$ cat src/rtl/led_ring_pkg.sv
// Shared types, default 50 MHz timing and the brightness helper for the
// LED pixel-ring transmitter.
//   rgb_t           : one pixel as stored, {R,G,B}
//   ledring_state_t : transmitter states
//   scale_channel   : out = (ch * (level+1)) >> 8, 255 is identity, 0 blanks
//   grb_order       : reorders a stored pixel into the ring's wire order
package led_ring_pkg;

  typedef struct packed {
    logic [7:0] r;
    logic [7:0] g;
    logic [7:0] b;
  } rgb_t;

  typedef enum logic [2:0] {IDLE, FETCH, LOAD, SEND, LATCH} ledring_state_t;

  localparam int DEF_NUM_LEDS     = 16;
  localparam int DEF_BIT_CYCLES   = 63;    // 1.26 us at 50 MHz
  localparam int DEF_T0H_CYCLES   = 20;
  localparam int DEF_T1H_CYCLES   = 40;
  localparam int DEF_RESET_CYCLES = 3000;  // 60 us latch gap
  localparam int BITS_PER_PIXEL   = 24;

  function automatic logic [7:0] scale_channel(input logic [7:0] ch, input logic [7:0] level);
    logic [15:0] prod;
    prod = 16'(ch) * (16'(level) + 16'd1);
    return prod[15:8];
  endfunction

  function automatic logic [23:0] grb_order(input rgb_t px);
    return {px.g, px.r, px.b};
  endfunction

endpackage

$ cat src/rtl/led_ring_driver_scale.sv
// Combinational global-brightness scaler for one pixel.
//   rgb        : pixel from the store, {R,G,B}
//   brightness : global level, 255 passes the pixel unchanged
//   scaled     : scaled pixel, {R,G,B}
module led_bright_scale
  import led_ring_pkg::*;
(
  input  rgb_t       rgb,
  input  logic [7:0] brightness,
  output rgb_t       scaled
);

  // NOTE: every field is assigned on every evaluation, so no latch is inferred.
  always_comb begin
    scaled.r = scale_channel(rgb.r, brightness);
    scaled.g = scale_channel(rgb.g, brightness);
    scaled.b = scale_channel(rgb.b, brightness);
  end

endmodule

$ cat src/rtl/led_ring_driver.sv
// One-wire NRZ transmitter for a WS2812-style pixel ring (active-low line,
// the board inverts it). A start fetches NUM_LEDS pixels from a store with
// one cycle of read latency, scales them, streams them GRB/MSB-first with no
// inter-pixel gap, then holds the latch gap and pulses done.
//   clk, rst   : clock and synchronous active-high reset
//   start      : frame request, honoured only in IDLE
//   brightness : global scale, sampled whenever a pixel is captured
//   pix_rd     : one-cycle read strobe, pix_idx is the address
//   pix_rgb    : store data, valid the cycle after pix_rd
//   led_ring_n : serial line, 1 = ring-side low
//   busy       : high in every state except IDLE
//   done       : one-cycle pulse on the last latch cycle of a complete frame
module led_ring_driver
  import led_ring_pkg::*;
#(
  parameter int NUM_LEDS     = DEF_NUM_LEDS,
  parameter int BIT_CYCLES   = DEF_BIT_CYCLES,
  parameter int T0H_CYCLES   = DEF_T0H_CYCLES,
  parameter int T1H_CYCLES   = DEF_T1H_CYCLES,
  parameter int RESET_CYCLES = DEF_RESET_CYCLES
) (
  input  logic                        clk,
  input  logic                        rst,
  input  logic                        start,
  input  logic [7:0]                  brightness,
  output logic                        pix_rd,
  output logic [$clog2(NUM_LEDS)-1:0] pix_idx,
  input  logic [23:0]                 pix_rgb,
  output logic                        led_ring_n,
  output logic                        busy,
  output logic                        done
);

  localparam int IDX_W = $clog2(NUM_LEDS);
  localparam int CNT_W = $clog2(BIT_CYCLES);
  localparam int LAT_W = $clog2(RESET_CYCLES);

  localparam logic [CNT_W-1:0] BIT_LAST     = CNT_W'(BIT_CYCLES - 1);
  localparam logic [CNT_W-1:0] T0H          = CNT_W'(T0H_CYCLES);
  localparam logic [CNT_W-1:0] T1H          = CNT_W'(T1H_CYCLES);
  localparam logic [4:0]       BIT_IDX_LAST = 5'(BITS_PER_PIXEL - 1);
  localparam logic [IDX_W-1:0] PIX_LAST     = IDX_W'(NUM_LEDS - 1);
  localparam logic [LAT_W-1:0] LAT_LAST     = LAT_W'(RESET_CYCLES - 1);
  localparam logic [LAT_W-1:0] LAT_DONE     = LAT_W'(RESET_CYCLES - 2);

  ledring_state_t   state;
  logic [CNT_W-1:0] bit_cnt;
  logic [4:0]       bit_idx;
  logic [IDX_W-1:0] pix_cnt;
  logic [LAT_W-1:0] latch_cnt;
  logic [23:0]      shift_reg;
  logic [23:0]      next_buf;
  logic             frame_ok;   // latch gap follows a complete frame
  rgb_t             scaled;
  logic [CNT_W-1:0] high_len;

  led_bright_scale u_scale (
    .rgb       (pix_rgb),
    .brightness(brightness),
    .scaled    (scaled)
  );

  assign high_len = shift_reg[23] ? T1H : T0H;

  // NOTE: state uses non-blocking assignments so every register samples the
  // pre-edge values of its neighbours, independent of statement order.
  always_ff @(posedge clk) begin
    if (rst) begin
      state      <= LATCH;
      latch_cnt  <= '0;
      led_ring_n <= 1'b1;
      busy       <= 1'b1;
      done       <= 1'b0;
      pix_rd     <= 1'b0;
      pix_idx    <= '0;
      frame_ok   <= 1'b0;
      bit_cnt    <= '0;
      bit_idx    <= '0;
      pix_cnt    <= '0;
      // NOTE: shift_reg and next_buf are pure datapath, always written
      // before they are used, so they carry no reset.
    end else begin
      pix_rd <= 1'b0;
      done   <= 1'b0;
      case (state)
        IDLE: begin
          led_ring_n <= 1'b1;
          if (start) begin
            state   <= FETCH;
            busy    <= 1'b1;
            pix_rd  <= 1'b1;
            pix_idx <= '0;
          end
        end

        FETCH: state <= LOAD;

        LOAD: begin
          shift_reg <= grb_order(scaled);
          state     <= SEND;
          bit_cnt   <= '0;
          bit_idx   <= '0;
          pix_cnt   <= '0;
          // Prefetch for pixel 1 is issued on pixel 0's first bit cycle.
          pix_rd    <= 1'b1;
          pix_idx   <= IDX_W'(1);
        end

        SEND: begin
          // The line is driven from the previous cycle's counter, which puts
          // the first fall three cycles after start.
          led_ring_n <= (bit_cnt >= high_len);
          if (bit_cnt == CNT_W'(1) && bit_idx == 5'd0 && pix_cnt != PIX_LAST)
            next_buf <= grb_order(scaled);
          if (bit_cnt != BIT_LAST) begin
            bit_cnt <= bit_cnt + CNT_W'(1);
          end else begin
            bit_cnt <= '0;
            if (bit_idx != BIT_IDX_LAST) begin
              bit_idx   <= bit_idx + 5'd1;
              shift_reg <= {shift_reg[22:0], 1'b0};
            end else begin
              bit_idx <= '0;
              if (pix_cnt == PIX_LAST) begin
                state     <= LATCH;
                latch_cnt <= '0;
                frame_ok  <= 1'b1;
              end else begin
                pix_cnt   <= pix_cnt + IDX_W'(1);
                shift_reg <= next_buf;
                if (pix_cnt + IDX_W'(1) != PIX_LAST) begin
                  pix_rd  <= 1'b1;
                  pix_idx <= pix_cnt + IDX_W'(2);
                end
              end
            end
          end
        end

        LATCH: begin
          led_ring_n <= 1'b1;
          if (latch_cnt == LAT_LAST) begin
            state    <= IDLE;
            busy     <= 1'b0;
            frame_ok <= 1'b0;
          end else begin
            latch_cnt <= latch_cnt + LAT_W'(1);
            if (latch_cnt == LAT_DONE && frame_ok)
              done <= 1'b1;
          end
        end

        default: begin
          state     <= LATCH;
          latch_cnt <= '0;
          busy      <= 1'b1;
          frame_ok  <= 1'b0;
        end
      endcase
    end
  end

endmodule

$ cat config.mk
export PLATFORM = sky130hd
export DESIGN_NAME = led_ring_driver
export DESIGN_NICKNAME = d
export VERILOG_FILES = /design/src/rtl/led_ring_pkg.sv /design/src/rtl/led_ring_driver_scale.sv /design/src/rtl/led_ring_driver.sv
export SDC_FILE = /design/constraint.sdc
export NUM_CORES = 1
export LEC_CHECK = 0
export BUFFER_PORTS_ARGS = -buffer_cell sky130_fd_sc_hd__buf_4
export CORE_UTILIZATION = 30
export DETAILED_ROUTE_END_ITERATION = 10
export GPL_ROUTABILITY_DRIVEN = 0
export PLACE_DENSITY_LB_ADDON = 0.25
export SLEW_MARGIN = 15
export SYNTH_ARGS = -nofsm -noshare
export SYNTH_HDL_FRONTEND = slang
export SYNTH_SLANG_ARGS = --single-unit
export TNS_END_PERCENT = 10
$ cat constraint.sdc
create_clock -name clk -period 7.5 [get_ports clk]
set_input_delay 1.5 -clock clk [delete_from_list [all_inputs] [get_ports clk]]
set_output_delay 1.5 -clock clk [all_outputs]
set_load 0.01 [all_outputs]
==> flow_metrics.py <==
metrics = {
    "outcome": {
        "status": "finished clean",
    },
    "finish": {
        "multi_input_comb_area_sq_um": 7480,
        "final_core_util": 0.340,
        "nFillCells": 3614,
        "post_route_cells_drive_above_1_share": 0.0833,
        "seq_area_sq_um": 2220,
        "final_cell_area_sq_um": 11700,
        "area_growth_pct": 11.6,
        "stdcell_count": 1607,
        "diodes": 0,
        "fin_nets": 1414,
    },
    "placement": {
        "dp.cells": 1591,
        "place_hpwl_microns": 17100,
        "numPortBuffers": 42,
        "pre_cts_ws_ns": 0.449,
        "place_area_sq_um": 11400,
    },
    "timing": {
        "tightest_slew_ns": 0.657,
        "period_needed_ns": 6.65,
        "skew_ns": 0.0148,
        "max_freq_mhz": 150,
        "worst_slack_ns": 0.851,
        "period_share": 0.886,
        "relSlewSlack": 0.559,
        "rsz0062_at_grt": "false",
        "final-setup-viol-count": 0,
        "finalHoldViolCount": 0,
        "tns_ns": 0,
        "finalMaxSlewViolations": 0,
    },
    "grt": {
        "grt-busiest-layer": "met2",
        "grt_pass1_wl_microns": 38200,
        "grt_usage": 0.130,
        "grtUsageMet1": 0.188,
        "use_met2": 0.211,
        "antenna_found_initial": 0,
        "grt_util_met3": 0.00890,
        "grt_start_max_net_pins": 43,
        "grt_overflow": 0,
        "grt_pass1_vias": 7690,
    },
    "route": {
        "ant_nets": 0,
        "dr.pass1.iters": 4,
        "wirelength_microns": 22000,
        "drt-wirelength-per-cell_microns": 13.7,
        "vias": 7279,
        "drcViolationCount": 0,
        "initialDrtViolationCount": 327,
        "via_per_inst": 4.53,
    },
    "floorplan": {
        "fp.dieArea_sq_um": 35700,
        "initial_core_util": 0.305,
        "num_io_pins": 43,
        "die_y_microns": 189,
        "die_w_microns": 189,
        "core_area_sq_um": 34500,
        "core.rowCount": 68,
    },
    "synthesis": {
        "yosysWarnings": 0,
        "synth_top_cell_by_area": "fa_1",
        "syn_area_sq_um": 10500,
        "ys_seq_area_frac": 0.212,
        "synth_cell_type_count": 62,
        "ys.flop_type": "edfxtp_1",
        "syn_area_per_cell_sq_um": 9.42,
        "synth-edff-count": 48,
        "async_reset_ff_frac": 0,
        "synthTopCellsByCount": "175 x inv_1, 152 x and2_1, 120 x fa_1, 112 x ha_1, 78 x nand2_1",
        "synthTopCellsByArea": "fa_1 23%, edfxtp_1 14%, ha_1 13%",
        "syn_inst": 1114,
        "syn_nets": 1381,
        "ys_ff_latch": 87,
        "synth.most_common_cell": "inv_1",
        "yosys.area.top_type_share": 0.229,
    },
    "clocking": {
        "clkLatencyLatePin_ns": 0.35,
        "cts_setup_buffers": 0,
        "cts_resized": 0,
        "hold_buffers": 0,
        "cts_root_buffer": "clkbuf_16",
        "h-tree-depth": 3,
        "clock_sinks": 87,
        "path_clk_slew_ns": 0.07,
        "clk_path_buf_depth": 2,
        "cts_tree": "yes",
        "numCtsBuffers": 9,
    },
    "hold_path": {
        "hold_path_class": "flop to flop",
    },
    "setup_path": {
        "start_kind": "primary input",
        "r2r_slack_ns": 4.96,
        "endpoint_kind": "flop",
        "path_class": "primary input to flop",
        "arrival_ns": 6.76,
        "worstPathMaxFanout": 24,
        "required_ns": 7.61,
    },
    "run": {
        "cap_violations": 0,
    },
    "power_and_ir_drop": {
        "leakage_nw": 5.59,
        "p_per_area_nw_per_um2": 227,
        "vdd_drop_max_v": 0.000109,
    },
}
==> worst max-delay path: stages <==
cell and delay (ns):
buf_4 0.09, buf_4 0.28, nand2_1 0.08, nor2_1 0.16, xor2_1 0.25, buf_12 0.20, nand2_1 0.08, fa_1 0.46
fa_1 0.49, inv_1 0.05, fa_1 0.53, inv_1 0.05, fa_1 0.52, inv_1 0.04, ha_1 0.32, a21o_1 0.19
a21o_1 0.17, a41oi_1 0.37, o21ai_0 0.26, o31a_1 0.30, xor2_1 0.15, o21a_1 0.18
==> per-stage QoR <==
| stage | power, W | hold slack (ns) |
|---|---|---|
| 3_3_place_gp | 0.00218 | 0.476 |
| 6_report | 0.00266 | 0.495 |
| 3_5_place_dp | 0.00221 | 0.482 |
| 4_1_cts | 0.00271 | 0.499 |
| 5_1_grt | 0.00297 | 0.505 |
| 2_1_floorplan | 0.00185 | 0.450 |
==> where the power goes <==
group	switching (W)	internal (W)
clock	0.000213	0.000270
sequential	0.00000162	0.000630
combinational	0.000861	0.000684
total	0.00108	0.00158
==> cell usage in the layout, fill, tap and decap left out, types with 31 or more instances in the layout <==
cell type	netlist	routed
and2_1	152	152
nor2_1	41	41
edfxtp_1	48	48
buf_4	1	60
ha_1	112	112
dfxtp_1	39	39
a21oi_1	39	39
nand2_1	78	78
inv_1	175	175
fa_1	120	120
xnor2_1	31	31
==> per-layer routing <==
metal  routed length, microns  part of all wire
met5                        0                 0
met1                    11500              0.52
met3                      419             0.019
met4                      242             0.011
met2                     9820              0.45
==> cells by family (layout without fill, tap and decap cells) <==
| family | Yosys count | after routing | share of synthesized area |
|---|---|---|---|
| multiplexers | 24 | 24 | 0.0229 |
| AO/OA/AOI/OAI | 140 | 140 | 0.0885 |
| buffers and inverters | 214 | 252 | 0.0769 |
| XOR/XNOR | 51 | 51 | 0.0426 |
| flip-flops | 87 | 87 | 0.212 |
| adder cells (fa/ha/maj) | 232 | 232 | 0.362 |
| AND/OR/NAND/NOR | 366 | 366 | 0.195 |
==> layout make-up <==
class                   instances  share of cell area
inverters                     175              0.0561
well taps                     455              0.0486
flip-flops and latches         87               0.190
clock buffers                   9              0.0192
multi-input cells             813               0.638
repair buffers                 61              0.0401
clock inverters                 7             0.00833
==> final timing paths <==
check                               start                      end  cells after the start
hold / removal    pix_idx[1]$_SDFFE_PP0P_  pix_idx[1]$_SDFFE_PP0P_                      1
setup reg to reg  bit_idx[0]$_SDFFE_PP0P_  pix_cnt[0]$_SDFFE_PP0P_                      7
setup / recovery            brightness[0]  shift_reg[14]$_DFFE_PP_                     22
hold reg to reg   pix_idx[1]$_SDFFE_PP0P_  pix_idx[1]$_SDFFE_PP0P_                      1
Note: power is estimated with default switching activity, not from simulation.
